## config.mk

```make
export PLATFORM = sky130hd
export DESIGN_NAME = mem_arbiter
export DESIGN_NICKNAME = d
export VERILOG_FILES = /design/src/rtl/mem_arbiter.sv
export SDC_FILE = /design/constraint.sdc
export NUM_CORES = 1
export LEC_CHECK = 0
export ABC_AREA = 1
export CAP_MARGIN = 20
export CORE_MARGIN = 5
export CORE_UTILIZATION = 42
export CTS_CLUSTER_SIZE = 12
export DETAILED_ROUTE_END_ITERATION = 12
export PLACE_DENSITY = 0.79
export RECOVER_POWER = 100
export SYNTH_ARGS = -nofsm -noshare
export SYNTH_HDL_FRONTEND = slang
export SYNTH_SLANG_ARGS = --single-unit
```

## constraint.sdc

```tcl
create_clock -name clk -period 1.9 [get_ports clk]
set_input_delay 0.19 -clock clk [delete_from_list [all_inputs] [get_ports clk]]
set_output_delay 0.19 -clock clk [all_outputs]
set_load 0.05 [all_outputs]
```

## src/rtl/mem_arbiter.sv

```systemverilog
// Arbitrates an instruction-fetch port and a data port onto one single-port memory.
// States: IDLE = waiting for a request | ACCESS = memory cycle | RESP = ack pulse to the winner.
module mem_arbiter #(
  parameter int unsigned STARVE_LIMIT = 4
) (
  input  logic        clk,
  input  logic        rst_n,
  input  logic        i_req,
  input  logic [15:0] i_addr,
  output logic        i_ack,
  output logic [15:0] i_rdata,
  input  logic        d_req,
  input  logic        d_we,
  input  logic [15:0] d_addr,
  input  logic [15:0] d_wdata,
  output logic        d_ack,
  output logic [15:0] d_rdata,
  output logic [15:0] m_addr,
  output logic        m_we,
  output logic [15:0] m_wdata,
  input  logic [15:0] m_rdata,
  output logic        busy
);

  typedef enum logic [1:0] {IDLE, ACCESS, RESP} state_t;

  localparam logic [3:0] LIMIT = 4'(STARVE_LIMIT);

  state_t      state_q, state_d;
  logic [15:0] addr_q, addr_d;
  logic [15:0] wdata_q, wdata_d;
  logic [15:0] i_rdata_q, i_rdata_d;
  logic [15:0] d_rdata_q, d_rdata_d;
  logic        we_q, we_d;
  logic        win_i_q, win_i_d;
  logic [3:0]  starve_q, starve_d;
  logic        grant_i;

  always_ff @(posedge clk or negedge rst_n) begin
    if (!rst_n) begin
      state_q   <= IDLE;
      addr_q    <= '0;
      wdata_q   <= '0;
      we_q      <= 1'b0;
      win_i_q   <= 1'b0;
      starve_q  <= '0;
      i_rdata_q <= '0;
      d_rdata_q <= '0;
    end else begin
      state_q   <= state_d;
      addr_q    <= addr_d;
      wdata_q   <= wdata_d;
      we_q      <= we_d;
      win_i_q   <= win_i_d;
      starve_q  <= starve_d;
      i_rdata_q <= i_rdata_d;
      d_rdata_q <= d_rdata_d;
    end
  end

  // Data wins ties until the fetch has been passed over STARVE_LIMIT times in a row.
  assign grant_i = !d_req || (i_req && (starve_q == LIMIT));

  always_comb begin
    state_d   = state_q;
    addr_d    = addr_q;
    wdata_d   = wdata_q;
    we_d      = we_q;
    win_i_d   = win_i_q;
    starve_d  = starve_q;
    i_rdata_d = i_rdata_q;
    d_rdata_d = d_rdata_q;
    unique case (state_q)
      IDLE: begin
        if (i_req || d_req) begin
          state_d = ACCESS;
          win_i_d = grant_i;
          if (grant_i) begin
            addr_d   = i_addr;
            we_d     = 1'b0;
            starve_d = '0;
          end else begin
            addr_d   = d_addr;
            we_d     = d_we;
            wdata_d  = d_wdata;
            starve_d = i_req ? (starve_q + 4'd1) : 4'd0;
          end
        end
      end
      ACCESS: begin
        state_d = RESP;
        if (!we_q) begin
          if (win_i_q) i_rdata_d = m_rdata;
          else         d_rdata_d = m_rdata;
        end
      end
      RESP:    state_d = IDLE;
      default: state_d = IDLE;
    endcase
  end

  // m_we is decoded from state so an async reset drops it without waiting for a clock.
  assign m_addr  = addr_q;
  assign m_wdata = wdata_q;
  assign m_we    = (state_q == ACCESS) && we_q;
  assign i_ack   = (state_q == RESP) && win_i_q;
  assign d_ack   = (state_q == RESP) && !win_i_q;
  assign busy    = (state_q != IDLE);
  assign i_rdata = i_rdata_q;
  assign d_rdata = d_rdata_q;

endmodule

```

* Word-level counts from Yosys, hierarchy flattened
Index checks and enable logic that the tools add are counted.
** Operators by class
- Add/subtract/negate cells :: 1
- Equal/unequal tests :: 4
- Mux-type cells :: 6
- Bitwise gates (word level) :: 3
- Reductions and logical operators :: 14
** Operator list (number)
- $mux W16 :: 1
- $reduce_and A3 Y1 :: 3
- $mux W4 :: 2
- $add A4 B1 Y4 const B :: 1
- $eq A4 B3 Y1 const B :: 1
- $logic_and A1 B1 Y1 :: 4
- $pmux W2 S2 :: 1
- $not A1 Y1 :: 3
- $eq A2 B1 Y1 const B :: 1
- $eq A2 B2 Y1 const B :: 1
- $logic_not A1 Y1 :: 2
- $logic_not A2 Y1 :: 1
- $logic_or A1 B1 Y1 :: 2
- $mux W2 :: 1
- $ne A2 B2 Y1 const B :: 1
- $reduce_and A2 Y1 :: 1
- $reduce_bool A2 Y1 :: 1
- $mux W1 :: 1
** Storage, ports and cells
- Register bits :: 72
- Input port bits :: 69
- Output and inout bits :: 68
- Logic and storage cells :: 36

* Longest topological paths before layout
Gate-level depths: netlist of run 1.
- Depth in word-level cells :: 5
- Mapped depth :: 10

* Least setup slack after synthesis of run 1
No wires, ideal clock.
- Path kind :: register to output
- Start point :: register state_q[1]
- End point :: output port i_ack
- Arrival time :: 1.557 ns
- Path slack :: 0.153 ns
- Stages on the path, launching flop included :: 3
- Path through :: dfrtp_1 > inv_1 > nor3_1
** Between the ends
- Cells in the longest elaborated chain, start to end :: 2
** RTL lines
- start, declared :: line 29 : state_t state_q, state_d;
- start signal, assigned :: line 50 : state_q <= state_d;
- $eq A2 B2 Y1 :: line 106 : assign i_ack = (state_q == RESP) && win_i_q;
- $logic_and A1 B1 Y1 :: line 106
- end, declared :: line 10 : output logic i_ack,
Every way passes these cells.

* Worst setup path after layout of run 1
- Start point :: register d_rdata_q[13] (netlist: d_rdata[13])
- End point :: output port d_rdata[13]
** RTL lines
- start, declared :: line 33 : logic [15:0] d_rdata_q, d_rdata_d;
- start signal, assigned :: line 57 : d_rdata_q <= d_rdata_d;
- end, declared :: line 17 : output logic [15:0] d_rdata,
No word-level cell between the ends.

==> results of run 1 <==
metal layers:
layer | vias to the layer above | share of wire
li1 | 1420 | -
met1 | 1304 | 0.40
met2 | 76 | 0.53
met3 | 12 | 0.044
met4 | 0 | 0.023
met5 | - | 0
registers in the layout, indices dropped and copies added, names as in the netlist:
signal    flops
m_addr       16
m_wdata      16
starve_q      4
win_i_q       1
i_rdata      16
we_q          1
state_q       2
d_rdata      16
cells by family (layout without fill, tap and decap cells):
group                    Yosys count  after routing  synth area share
AND/OR/NAND/NOR                  187            187            0.2508
AO/OA/AOI/OAI                     38             38           0.06936
flip-flops                        72             72            0.5643
buffers and inverters             74            216            0.1050
adder cells (fa/ha/maj)            2              2          0.007836
XOR/XNOR                           1              1          0.002743
where the power goes:
part | internal, mW | total, mW | switching (mW)
Sequential | 2.28 | 2.69 | 0.412
Combinational | 1.48 | 5.30 | 3.81
Clock | 0.679 | 1.22 | 0.538
Total | 4.44 | 9.20 | 4.76
timing repair:
item,CTS,global route
hold buffers,1,0
endpoints found under the setup margin,1,0
endpoints found under the hold margin,72,0
resized for setup,1,0
placed cells by master (no fill, tap or decap), types with 3 or more instances in the layout:
| master | count |
|---|---|
| nand2_1 | 137 |
| dfrtp_1 | 72 |
| clkdlybuf4s50_1 | 67 |
| dlygate4sd3_1 | 65 |
| inv_1 | 57 |
| o21ai_0 | 35 |
| nand3_1 | 34 |
| clkbuf_8 | 11 |
| nor2_1 | 4 |
| clkinvlp_4 | 3 |
| clkbuf_2 | 3 |
worst register-to-register path: stages, from the launching register on:
cell and delay (ns):
dfrtp_1 0.40, inv_1 0.09, ha_1 0.21, nand2_1 0.06
inv_1 0.06, nand2_4 0.20, nand3_4 0.26, inv_6 0.22
nand2_1 0.09, nand2_1 0.07
cell usage after synthesis, types with 2 or more instances:
master | n | area share
dfrtp_1 | 72 | 0.56
o21ai_2 | 7 | 0.019
nand3_1 | 34 | 0.053
o21ai_1 | 26 | 0.041
ha_1 | 2 | 0.0078
nor2_2 | 2 | 0.0039
buf_4 | 4 | 0.0094
buf_2 | 6 | 0.0094
inv_1 | 55 | 0.065
nand2_4 | 2 | 0.0071
nand4_1 | 2 | 0.0039
nor2_1 | 3 | 0.0035
o21ai_0 | 2 | 0.0031
nor3_1 | 2 | 0.0031
inv_2 | 3 | 0.0035
buf_6 | 4 | 0.014
nand2_2 | 2 | 0.0039
nand2_1 | 137 | 0.16
layout make-up:
| type | instances | area [sq um] |
|---|---|---|
| fillers | 627 | 2567 |
| well taps | 99 | 123.9 |
| flip-flops and latches | 72 | 1802 |
| multi-input cells | 228 | 1027 |
| clock buffers | 12 | 155.1 |
| repair buffers | 141 | 1376 |
| inverters | 59 | 226.5 |
| clock inverters | 4 | 52.55 |
worst max path at each step:
stage	startpoint	endpoint	slack, ns	cells after the start
floorplan	state_q[1]	i_ack	0.15	2
finish	d_rdata[13]	d_rdata[13]	0.11	1
detailed placement	i_req	m_wdata[12]	0.16	8
global route	i_rdata[13]	i_rdata[13]	0.05	1
global placement	i_req	m_wdata[11]	0.25	8
CTS	d_rdata[13]	d_rdata[13]	0.15	1
==> PnR_summary.wiki, run 1 <==
{| class="wikitable"
! Metric !! Value
|-
| Outcome || finished, final reports clean
|-
| CP Data Arrival Time || 1.60 ns
|-
| Source-to-sink clock delay at the later pin of the worst-skew pair || 0.33 ns
|-
| Number of antenna violations at the first check in global routing || 0
|-
| Die Outline Area || 9446 sq um
|-
| Top achievable clock speed || 559.4 MHz
|-
| Sequential area share after synthesis || 0.5643
|-
| Overflow after GRT || 0
|-
| Final Hold Fails || 0
|-
| Worst Hold Path EP || m_wdata[6]
|-
| First-pass detailed-route iteration total || 4
|-
| Setup crit end kind || output port
|-
| Final antenna-violating net count || 0
|-
| P per Cell Area || 1932 nW/um^2
|-
| Fraction of layout cells with a size suffix above 1 || 0.06202
|-
| Skew final || 0.01069 ns
|-
| Cell area after layout || 4763 sq um
|-
| Detail-routed net length per standard cell || 13.58 um
|-
| Capture point of the worst reg-to-reg path || m_wdata[12]
|-
| Endpoint required time on the critical path || 1.71 ns
|-
| Max Slew Vio Count || 0
|-
| CORE AREA || 7331 sq um
|-
| Number of cells produced by synthesis || 374
|-
| Placement-stage cell area || 4599 sq um
|-
| Cell at the root of the clock tree || clkbuf_8
|-
| Final weighted congestion in routability-driven placement || 0.8411
|-
| Final #Nets || 582
|-
| Leak || 2.470 nW
|-
| Post-route fraction of the period consumed by the critical path || 0.9408
|-
| Startpoint types || register
|-
| Avg Synthesized Cell Area || 8.538 sq um
|-
| Die Y || 97.19 um
|-
| Setup Slack @ Placement || 0.1621 ns
|-
| Total power after layout || 9.204 mW
|-
| Fraction of registers with async set or reset after synthesis || 1.000
|-
| Via count of the first global-routing pass || 2,786
|-
| Wire length of the first global-routing pass || 13.66 mm
|-
| Yosys warning total || 0
|-
| Kind of cell with the highest combined delay on the critical path || buffers and inverters
|-
| Startpoint of the lowest-slack register-to-register path || starve_q[0]
|-
| Area Overhead vs Synth || 49.18%
|-
| Total global-route track usage || 0.1797
|-
| Post-CTS Setup Repair Bufs || 0
|-
| Relative max-transition margin || 0.3759
|-
| Setup Total Neg Slack || 0 ns
|-
| Number of remaining DRC errors || 0
|-
| Pin count of the biggest net entering global routing || 73
|-
| Classification of the worst setup path || reg2out
|-
| Number of cells traversed by the worst register-to-register path || 9
|-
| Global Route met2 Usage || 0.3100
|-
| Initial core utilization || 0.4356
|-
| Via total after detailed routing || 2,812
|-
| I/O Buffers || 136
|-
| Minimum period implied by the final worst setup slack || 1.787 ns
|-
| Flop-to-flop setup slack || 0.19 ns
|-
| Filler-free cell count of the finished design || 615
|-
| Worst Tran Pin Value || 0.9362 ns
|-
| Global-route track usage on met1 || 0.2124
|-
| Count of state elements after synthesis || 72
|-
| Clock tree from TritonCTS || yes
|-
| GRT Max-Usage Layer || met2
|-
| Final routed wirelength across all metal layers || 8.349 mm
|-
| Clock tree sinks || 72
|-
| Crit-path slowest cell || dlygate4sd3_1
|-
| CTS Buffer Depth || 2
|-
| Hold Path Origin || d_wdata[6]
|-
| Sum of net half-perimeters after detailed placement || 6.353 mm
|-
| Series of cell instances along the critical path || dlygate4sd3_1
|-
| Number of vias per cell after detailed routing || 4.572
|-
| Number of buffers created by CTS || 9
|-
| H-tree depth || 3
|-
| Final setup violation count || 0
|-
| Clock transition time at the flip-flop clock pins of the worst setup and hold paths || 0.08 ns
|-
| # diodes || 0
|-
| Post-route core utilization || 0.6498
|-
| Nets in the synthesized netlist || 445
|-
| First DRT Iteration DRCs || 128
|-
| Worst voltage drop across the vdd grid || 0.9901 mV
|-
| Worst Hold Slack || 0.3829 ns
|-
| Delay contributed by the slowest stage of the critical path || 0.91 ns
|-
| Setup repair after global routing missed its margin || no
|-
| M3 GR Usage || 0.03877
|-
| Number of placed cells counting well taps || 598
|-
| Minimum setup slack in the final design || 0.1125 ns
|-
| Most used flip-flop cell after synthesis || dfrtp_1
|-
| Crit path max fanout || 2
|-
| Std cell rows || 31
|-
| Instance count along the most critical hold path || 3
|-
| # Max-Cap Violations || 0
|-
| Count of flip-flops with a built-in enable after synthesis || 0
|-
| Number of different library cells in the post-synthesis netlist || 27
|-
| Horiz. Die Dim || 97.19 um
|-
| Worst min-delay path category || in2reg
|-
| Buffers & Inverters on Critical Path || 1
|-
| Netlist area before placement || 3193 sq um
|-
| # IOs || 137
|}
(Power assumes the default switching activity.)
==> run 2: changes to the inputs <==
--- a/config.mk
+++ b/config.mk
@@ -11,7 +11,7 @@
 export CORE_UTILIZATION = 42
 export CTS_CLUSTER_SIZE = 12
 export DETAILED_ROUTE_END_ITERATION = 12
-export PLACE_DENSITY = 0.79
+export PLACE_DENSITY = 0.84
 export RECOVER_POWER = 100
 export SYNTH_ARGS = -nofsm -noshare
 export SYNTH_HDL_FRONTEND = slang
==> run 2 against run 1 <==
Against the previous run:
- non-clock buffer count is 1 higher
- hold slack worse by 0.0073 ns
- highest routed layer unchanged
- via count is 2.4% higher
- total power is 1.7% higher
- largest cell class unchanged
- worst setup slack worse by 0.015 ns
- clock skew hardly changed
==> PnR_summary.wiki, run 2 (same netlist as run 1, synthesis figures left out) <==
{| class="wikitable"
! Metric !! Value
|-
| Die Y || 97.19 um (unchanged)
|-
| Cell at the root of the clock tree || clkbuf_8
|-
| Global Route met2 Usage || 0.3291 (+0.01911)
|-
| Sequential cell fraction of total power || 0.288 (-0.004)
|-
| Final Hold Fails || 0 (unchanged)
|-
| Power share of the combinational group || 0.567 (-0.009)
|-
| Minimum setup slack in the final design || 0.09756 ns (-0.01494 ns)
|-
| Sequential cell area || 1802 sq um (unchanged)
|-
| First DRT Iteration DRCs || 185 (+45%)
|-
| Worst setup path endpoint || d_rdata[14]
|-
| Area of the multi-input gates || 1026 sq um (-0.12%)
|-
| Wire length of the first global-routing pass || 14.55 mm (+6.5%)
|-
| Leak || 2.486 nW (+0.67%)
|-
| Instance count along the most critical hold path || 3 (unchanged)
|-
| Most frequent standard cell in the layout excluding fill and tap cells || nand2_1
|-
| Post-route core utilization || 0.6515 (+0.001706)
|-
| Int Power || 4.515 mW (+1.7%)
|-
| Endpoint required time on the critical path || 1.71 ns (about the same)
|-
| Crit path max fanout || 2 (unchanged)
|-
| Number of buffers created by CTS || 9 (unchanged)
|-
| Worst voltage drop across the vdd grid || 1.312 mV (+33%)
|-
| Fill count || 601 (-4.1%)
|-
| Delay contributed by the slowest stage of the critical path || 0.90 ns (about the same)
|-
| Worst Hold Slack || 0.3756 ns (-0.007292 ns)
|-
| Startpoint of the lowest-slack register-to-register path || starve_q[0]
|-
| Number of antenna violations at the first check in global routing || 0 (unchanged)
|-
| Post-CTS Setup Repair Bufs || 0 (unchanged)
|-
| Filler-free cell count of the finished design || 616 (+0.16%)
|-
| Max Slew Vio Count || 0 (unchanged)
|-
| Flop-to-flop setup slack || 0.19 ns (about the same)
|-
| Final setup violation count || 0 (unchanged)
|-
| Kind of cell with the highest combined delay on the critical path || buffers and inverters
|-
| Detail-routed net length per standard cell || 14.24 um (+4.9%)
|-
| # IOs || 137 (unchanged)
|-
| Initial core utilization || 0.4356 (unchanged)
|-
| Setup Slack @ Placement || 0.1951 ns (+0.03298 ns)
|-
| Clock transition time at the flip-flop clock pins of the worst setup and hold paths || 0.09 ns (about the same)
|-
| Clock network power share || 0.144 (+0.012)
|-
| CP Data Arrival Time || 1.61 ns (about the same)
|-
| Clock tree from TritonCTS || yes
|-
| Clock tree sinks || 72 (unchanged)
|-
| Pin count of the biggest net entering global routing || 43 (-41%)
|-
| Top achievable clock speed || 554.8 MHz (-0.83%)
|-
| Die Outline Area || 9446 sq um (unchanged)
|-
| Outcome || finished, final reports clean
|-
| H-tree depth || 3 (unchanged)
|-
| Setup crit end kind || output port
|-
| Source-to-sink clock delay at the later pin of the worst-skew pair || 0.34 ns (about the same)
|-
| Skew final || 0.01101 ns (+0.0003165 ns)
|-
| First-pass detailed-route iteration total || 4 (unchanged)
|-
| P per Cell Area || 1960 nW/um^2 (+1.4%)
|-
| Sum of net half-perimeters after detailed placement || 6.414 mm (+0.96%)
|-
| Switching share of power || 0.5177 (about the same)
|-
| Minimum period implied by the final worst setup slack || 1.802 ns (+0.01494 ns)
|-
| M3 GR Usage || 0.04164 (+0.002872)
|-
| CORE AREA || 7331 sq um (unchanged)
|-
| Total global-route track usage || 0.1879 (+0.008165)
|-
| Capture point of the worst reg-to-reg path || m_wdata[8]
|-
| Std cell rows || 31 (unchanged)
|-
| CTS Buffer Depth || 2 (unchanged)
|-
| Placement-stage cell area || 4597 sq um (about the same)
|-
| Horiz. Die Dim || 97.19 um (unchanged)
|-
| Series of cell instances along the critical path || dlygate4sd3_1
|-
| Area Overhead vs Synth || 49.57%
|-
| Buffers & Inverters on Critical Path || 1 (unchanged)
|-
| Final weighted congestion in routability-driven placement || 0.7793 (-7.3%)
|-
| Number of cells traversed by the worst register-to-register path || 9 (unchanged)
|-
| Post-route fraction of the period consumed by the critical path || 0.9487 (+0.007865)
|-
| Crit-path slowest cell || dlygate4sd3_1
|-
| Final antenna-violating net count || 0 (unchanged)
|-
| Number of placed cells counting well taps || 599 (+0.17%)
|-
| Via total after detailed routing || 2,880 (+2.4%)
|-
| Worst Tran Pin Value || 1.070 ns (+0.1341 ns)
|-
| Cell area after layout || 4776 sq um (+0.26%)
|-
| # diodes || 0 (unchanged)
|-
| Instance count on the critical path || 1 (unchanged)
|-
| Via count of the first global-routing pass || 3,054 (+9.6%)
|-
| Setup repair after global routing missed its margin || no
|-
| Total power after layout || 9.361 mW (+1.7%)
|-
| GRT Max-Usage Layer || met2
|-
| Final #Nets || 583 (+0.17%)
|-
| Worst min-delay path category || in2reg
|-
| Switch Pwr || 4.846 mW (+1.7%)
|-
| Commonest cells after routing, fill and taps aside || nand2_1, dfrtp_1, dlygate4sd3_1, clkdlybuf4s50_1, inv_1
|-
| Number of remaining DRC errors || 0 (unchanged)
|-
| # Max-Cap Violations || 0 (unchanged)
|-
| Classification of the worst setup path || reg2out
|-
| Overflow after GRT || 0 (unchanged)
|-
| Worst setup path startpoint || d_rdata[14]
|-
| I/O Buffers || 136 (unchanged)
|-
| Startpoint types || register
|-
| Setup Total Neg Slack || 0 ns (unchanged)
|-
| Relative max-transition margin || 0.2865 (-0.08942)
|-
| Global-route track usage on met1 || 0.2256 (+0.01318)
|-
| Final routed wirelength across all metal layers || 8.772 mm (+5.1%)
|-
| Fraction of layout cells with a size suffix above 1 || 0.06963 (+0.007617)
|-
| Number of vias per cell after detailed routing || 4.675 (+2.3%)
|}
## run 2: cell types whose count changed in the layout (fill, tap and decap cells not counted), moves of 2 or more
cell        before  now
clkbuf_8        11    9
clkbuf_2         3    6
clkinvlp_4       3    1
inv_6            1    3
## run 2: power groups by stage
stage                     Sequential, mW  Clock, mW  Combinational, mW
after floorplan                     5.02          0               1.51
after CTS                           2.74       1.36               5.73
after detailed placement            2.74          0               5.72
after global placement              2.73          0               5.63
final                               2.70       1.35               5.31
after global routing                2.80       1.43               5.67
## run 2: worst min-delay path by stage
stage	startpoint	endpoint
global route	d_wdata[1]	m_wdata[1]
CTS	d_wdata[3]	m_wdata[3]
global placement	rst_n	i_rdata[4]
detailed placement	rst_n	d_rdata[4]
floorplan	rst_n	d_rdata[0]
finish	d_wdata[3]	m_wdata[3]
## run 2: what timing repair did
item,4_1_cts,5_1_grt
hold buffers,1,0
hold endpoints to repair,40,0
setup endpoints to repair,1,0
gates resized for setup,1,0
## run 2: routing by layer
layer  vias to the layer above  part of all wire  routed length [um]
li1                       1423                 -                   -
met5                         -                 0                   0
met1                      1363              0.41                3634
met2                        86              0.52                4602
met3                         8             0.049                 430
met4                         0             0.012                 104
## run 2: cell type report
cell class	count	area share
repair buffers	142	0.2890
well taps	99	0.02594
clock buffers	10	0.02672
flip-flops and latches	72	0.3773
clock inverters	6	0.01886
inverters	59	0.04742
multi-input cells	228	0.2148
==> run 3: changes to the inputs <==
--- a/config.mk
+++ b/config.mk
@@ -8,11 +8,13 @@
 export ABC_AREA = 1
 export CAP_MARGIN = 20
 export CORE_MARGIN = 5
-export CORE_UTILIZATION = 42
+export CORE_UTILIZATION = 46
 export CTS_CLUSTER_SIZE = 12
 export DETAILED_ROUTE_END_ITERATION = 12
-export PLACE_DENSITY = 0.84
+export GPL_ROUTABILITY_DRIVEN = 0
+export PLACE_DENSITY = 0.9
 export RECOVER_POWER = 100
+export REMOVE_ABC_BUFFERS = 1
 export SYNTH_ARGS = -nofsm -noshare
 export SYNTH_HDL_FRONTEND = slang
 export SYNTH_SLANG_ARGS = --single-unit
==> constraint.sdc (replaced) <==
create_clock -name clk -period 2.1 [get_ports clk]
set_input_delay 0.21 -clock clk [delete_from_list [all_inputs] [get_ports clk]]
set_output_delay 0.21 -clock clk [all_outputs]
set_load 0.05 [all_outputs]
==> run 3 against run 2 <==
Against the previous run:
- the run now ends with capacitance limit, slew limit left
- hold slack lost 0.062 ns
- cell area shrank 1.2%
- via count shrank 0.56%
- clock skew down 0.0031 ns
- combinational power down 9.6%
- sequential cell count stayed put
- wire length decreased by 6.8%
- total power is 10% lower
- sequential share of layout area is 0.45 points higher
- core utilization is 4.7 points higher
==> PnR_summary.wiki, run 3 (same netlist as run 1, synthesis figures left out) <==
{| class="wikitable"
! Metric !! Value
|-
| H-tree depth || 3 (unchanged)
|-
| First DRT Iteration DRCs || 135 (-27%)
|-
| Number of vias per cell after detailed routing || 4.830 (+3.3%)
|-
| Area Overhead vs Synth || 47.81%
|-
| Post-route core utilization || 0.6985 (+0.04704)
|-
| Clock tree sinks || 72 (unchanged)
|-
| Final antenna-violating net count || 0 (unchanged)
|-
| Startpoint types || register
|-
| # IOs || 137 (unchanged)
|-
| Sequential cell area || 1802 sq um (unchanged)
|-
| Post-route fraction of the period consumed by the critical path || 0.9321
|-
| Clock tree from TritonCTS || yes
|-
| Outcome || finished with violations
|-
| Sum of net half-perimeters after detailed placement || 6.009 mm (-6.3%)
|-
| Overflow after GRT || 0 (unchanged)
|-
| Detail-routed net length per standard cell || 13.79 um (-3.2%)
|-
| Filler-free cell count of the finished design || 593 (-3.7%)
|-
| Via total after detailed routing || 2,864 (-0.56%)
|-
| Delay contributed by the slowest stage of the critical path || 0.81 ns (-0.09 ns)
|-
| Via count of the first global-routing pass || 2,932 (-4.0%)
|-
| Crit path max fanout || 5 (+3)
|-
| First-pass detailed-route iteration total || 4 (unchanged)
|-
| Number of placed cells counting well taps || 578 (-3.5%)
|-
| Die Outline Area || 8708 sq um (-7.8%)
|-
| Worst voltage drop across the vdd grid || 1.013 mV (-23%)
|-
| P per Cell Area || 1776 nW/um^2 (-9.4%)
|-
| Series of cell instances along the critical path || nor2_4 -> inv_1 -> clkdlybuf4s50_1
|-
| CORE AREA || 6756 sq um (-7.8%)
|-
| Die Y || 93.32 um (-4.0%)
|-
| Pin count of the biggest net entering global routing || 73 (+70%)
|-
| Number of buffers created by CTS || 9 (unchanged)
|-
| Final setup violation count || 0 (unchanged)
|-
| Skew final || 0.007921 ns (-0.003090 ns)
|-
| Relative max-transition margin || -0.1677 (-0.4542)
|-
| Worst min-delay path category || in2async
|-
| Most frequent standard cell in the layout excluding fill and tap cells || nand2_1
|-
| Setup Total Neg Slack || 0 ns (unchanged)
|-
| Total global-route track usage || 0.1942 (+0.006314)
|-
| Classification of the worst setup path || reg2out
|-
| Number of remaining DRC errors || 0 (unchanged)
|-
| # diodes || 0 (unchanged)
|-
| Final Hold Fails || 0 (unchanged)
|-
| Violations in the final reports || capacitance limit, slew limit
|-
| Leak || 2.453 nW (-1.4%)
|-
| Area of the multi-input gates || 1021 sq um (-0.49%)
|-
| Wire length of the first global-routing pass || 13.54 mm (-6.9%)
|-
| Fill count || 520 (-13%)
|-
| Crit-path slowest cell || clkdlybuf4s50_1
|-
| Endpoint required time on the critical path || 1.89 ns (+0.18 ns)
|-
| I/O Buffers || 136 (unchanged)
|-
| Setup repair after global routing missed its margin || no
|-
| Top achievable clock speed || 510.9 MHz
|-
| Commonest cells after routing, fill and taps aside || nand2_1, dfrtp_1, clkdlybuf4s50_1, dlygate4sd3_1, inv_1
|-
| Final #Nets || 580 (-0.51%)
|-
| CP Data Arrival Time || 1.75 ns (+0.14 ns)
|-
| Clock transition time at the flip-flop clock pins of the worst setup and hold paths || 0.07 ns (-0.02 ns)
|-
| Number of antenna violations at the first check in global routing || 0 (unchanged)
|-
| Source-to-sink clock delay at the later pin of the worst-skew pair || 0.33 ns (about the same)
|-
| Std cell rows || 30 (-3.2%)
|-
| Horiz. Die Dim || 93.32 um (-4.0%)
|-
| CTS Buffer Depth || 2 (unchanged)
|-
| Max Slew Vio Count || 73 (+73)
|-
| Worst Tran Pin Value || 1.752 ns (+0.6813 ns)
|-
| Minimum period implied by the final worst setup slack || 1.957 ns
|-
| Cell at the root of the clock tree || clkbuf_8
|-
| Number of buffers inserted by hold repair at cts || 0 (-1)
|-
| Setup crit end kind || output port
|-
| Initial core utilization || 0.4726 (+0.03702)
|-
| # Max-Cap Violations || 1 (+1)
|-
| Fraction of layout cells with a size suffix above 1 || 0.05458 (-0.01505)
|-
| Worst Hold Slack || 0.3134 ns (-0.06222 ns)
|-
| Final routed wirelength across all metal layers || 8.175 mm (-6.8%)
|}
run 3: metal layers:
metal  wire, um  vias up  global-route usage
met5          0        -                   0
met4        193        0             0.09158
met3        416       19             0.03620
met2       4236       87              0.3383
met1       3329     1340              0.2304
li1           -     1418                   -
run 3: power breakdown:
| group | internal [mW] | switching [mW] |
|---|---|---|
| combinational | 1.35 | 3.44 |
| clock | 0.658 | 0.486 |
| sequential | 2.06 | 0.382 |
| total | 4.07 | 4.31 |
run 3: cell type report:
| cell class | instances | area share |
|---|---|---|
| repair buffers | 139 | 0.2884 |
| clock buffers | 9 | 0.02625 |
| flip-flops and latches | 72 | 0.3818 |
| multi-input cells | 228 | 0.2163 |
| inverters | 59 | 0.04799 |
| well taps | 80 | 0.02121 |
| clock inverters | 6 | 0.01803 |
run 3: repair_timing:
action,in CTS,in global routing
buffers inserted,0,0
endpoints found under the setup margin,1,1
resized for setup,1,1
run 3: worst max-delay path: cells and delay by family (launching register included):
family / cells / cell delay (ns)
buffers and inverters: 2 / 0.86
DFF: 1 / 0.46
and+or+nand+nor: 1 / 0.09
run 3: path summary, 6_finish.rpt:
path,startpoint,endpoint,slack [ns],cells after the start
min,rst_n,m_addr[0],0.31,1
min reg2reg,m_addr[11],m_addr[11],0.47,2
min in group clk,d_wdata[11],m_wdata[11],0.41,3
max reg2reg,starve_q[0],we_q,0.21,9
max in group asynchronous,rst_n,m_wdata[12],0.72,1
max,state_q[0],busy,0.14,3
run 3: metrics by stage:
stage                     power [mW]  instance area, sq um  setup slack (ns)
after CTS                      8.837                  4771          0.001914
after global placement         7.532                  4563            0.3857
after detailed placement       7.644                  4563            0.3045
after global routing           8.873                  4720           0.04176
after floorplan                5.780                  3084            0.3330
final                          8.383                  4720            0.1426
==> edit, RTL diff (settings of run 2) <==
The 3 states of `state_t` get a one-hot encoding in 3 bits.
--- a/src/rtl/mem_arbiter.sv
+++ b/src/rtl/mem_arbiter.sv
@@ -23,5 +23,5 @@
 );
 
-  typedef enum logic [1:0] {IDLE, ACCESS, RESP} state_t;
+  typedef enum logic [2:0] {IDLE = 3'b001, ACCESS = 3'b010, RESP = 3'b100} state_t;
 
   localparam logic [3:0] LIMIT = 4'(STARVE_LIMIT);
Formal check against the unedited RTL: no difference found for any inputs over 10 cycles, from zero or initial values and one cycle with rst_n low; not proved beyond that.
==> edit against run 2 <==
Routed wire length fell by 7.1%; power fell by 1.4%; critical path type unchanged; die area rose by 2.9%; first-iteration DRC count fell by 46%; cell area rose by 1.8%; setup slack improved by 3.2 ps; sequential cell count rose by 1; area after synthesis rose by 3.2%; count of clock-buffer cells in the layout did not move; critical path depth did not move; non-clock buffer count rose by 2; combinational power fell by 2%.
==> edit: results (changes against run 2) <==
| Metric | Value |
|---|---|
| Final non-clock buffer share | `28.80% (was 28.90%)` |
| Post-synthesis compound-gate area fraction | `6.644% (was 6.936%)` |
| Share of layout cells above drive strength 1 | `7.386% (was 6.963%)` |
| Clock buf/inv share | `4.324% (was 4.559%)` |
| Multi-input logic area | `1074 um2 (was 1026 um2)` |
| Largest net degree at the start of global routing | `45 (was 43)` |
| R2r setup slk | `160 ps (was 190 ps)` |
| Mapped Nets | `454 (was 445)` |
| Buffers excl. clock | `144 (was 142)` |
| Dpl ws | `204.6 ps (was 195.1 ps)` |
| Hold path startpoint | `d_wdata[2] (was d_wdata[3])` |
| Placed Cells | `613 (was 599)` |
| GRT met3 Usage | `2.972% (was 4.164%)` |
| Yosys cell types | `26 (was 27)` |
| Critical path startpoint | `d_rdata[5] (was d_rdata[14])` |
| DRT iter0 DRCs | `100 (was 185)` |
| # fillers | `666 (was 601)` |
| Worst-Margin Slew | `1037 ps (was 1070 ps)` |
| Outcome | `completed (unchanged)` |
| HPWL Detailed | `6239 um (was 6414 um)` |
| Clock power share | `13.8% (was 14.4%)` |
| Leakage | `2.541 nW (was 2.486 nW)` |
| Drt wl/cell | `12.94 um (was 14.24 um)` |
| Synth top cells by count | `nand2_1, dfrtp_1, inv_1 (unchanged)` |
| Post-Syn Instances | `383 (was 374)` |
| Seq/total area | `37.61% (was 37.73%)` |
| Post-Route WL | `8153 um (was 8772 um)` |
| First-pass GRT wire length | `13560 um (was 14550 um)` |
| GRT Util Overall | `17.01% (was 18.79%)` |
| Vias in the first global route | `2958 (was 3054)` |
| Pwr Density | `1899 nW/um2 (was 1960 nW/um2)` |
| Leading post-synthesis cells by cell area | `dfrtp_1, nand2_1, inv_1, nand3_1, o21ai_2 (was dfrtp_1, nand2_1, inv_1, nand3_1, o21ai_1)` |
| GP Congestion | `0.7881 (was 0.7793)` |
| Placement Cell Area | `4715 um2 (was 4597 um2)` |
| Worst VDD drop | `0.0007611 V (was 0.001312 V)` |
| Post-synthesis xor/xnor area fraction | `0.2658% (was 0.2743%)` |
| Number of vias per cell | `4.586 (was 4.675)` |
| Final worst slack | `100.8 ps (was 97.56 ps)` |
==> edit: cell count changes after synthesis, sizes merged <==
cell    change
nand2       +6
clkbuf      +1
o22ai       -1
and2        +1
xor2        +1
xnor2       -1
nand4       -1
a21oi       -1
nor2        +4
buf         -1
dfstp       +1
nand3       +3
and3        -1
o21ai       -2
==> edit: worst reg2reg max path, cell delays in order, from the launching register on <==
cell and delay (ps):
dfstp_1 570, inv_1 110, nor2_2 90, nand2_1 170
nor2_8 280, inv_2 230, nand2_1 100, o21ai_0 80
==> edit: final timing paths <==
kind,end,cells past startpoint
max,d_rdata[5],1
min,m_wdata[2],3
max reg2reg,starve_q[0],7
min reg2reg,m_wdata[12],2
max in group asynchronous,state_q[0],3
min in group asynchronous,d_rdata[2],2
==> edit: kinds of logic after synthesis <==
| family | after synthesis |
|---|---|
| adder cells (fa/ha/maj) | 2 |
| AND/OR/NAND/NOR | 199 |
| flip-flops | 73 |
| AO/OA/AOI/OAI | 34 |
| XOR/XNOR | 1 |
| buffers and inverters | 74 |
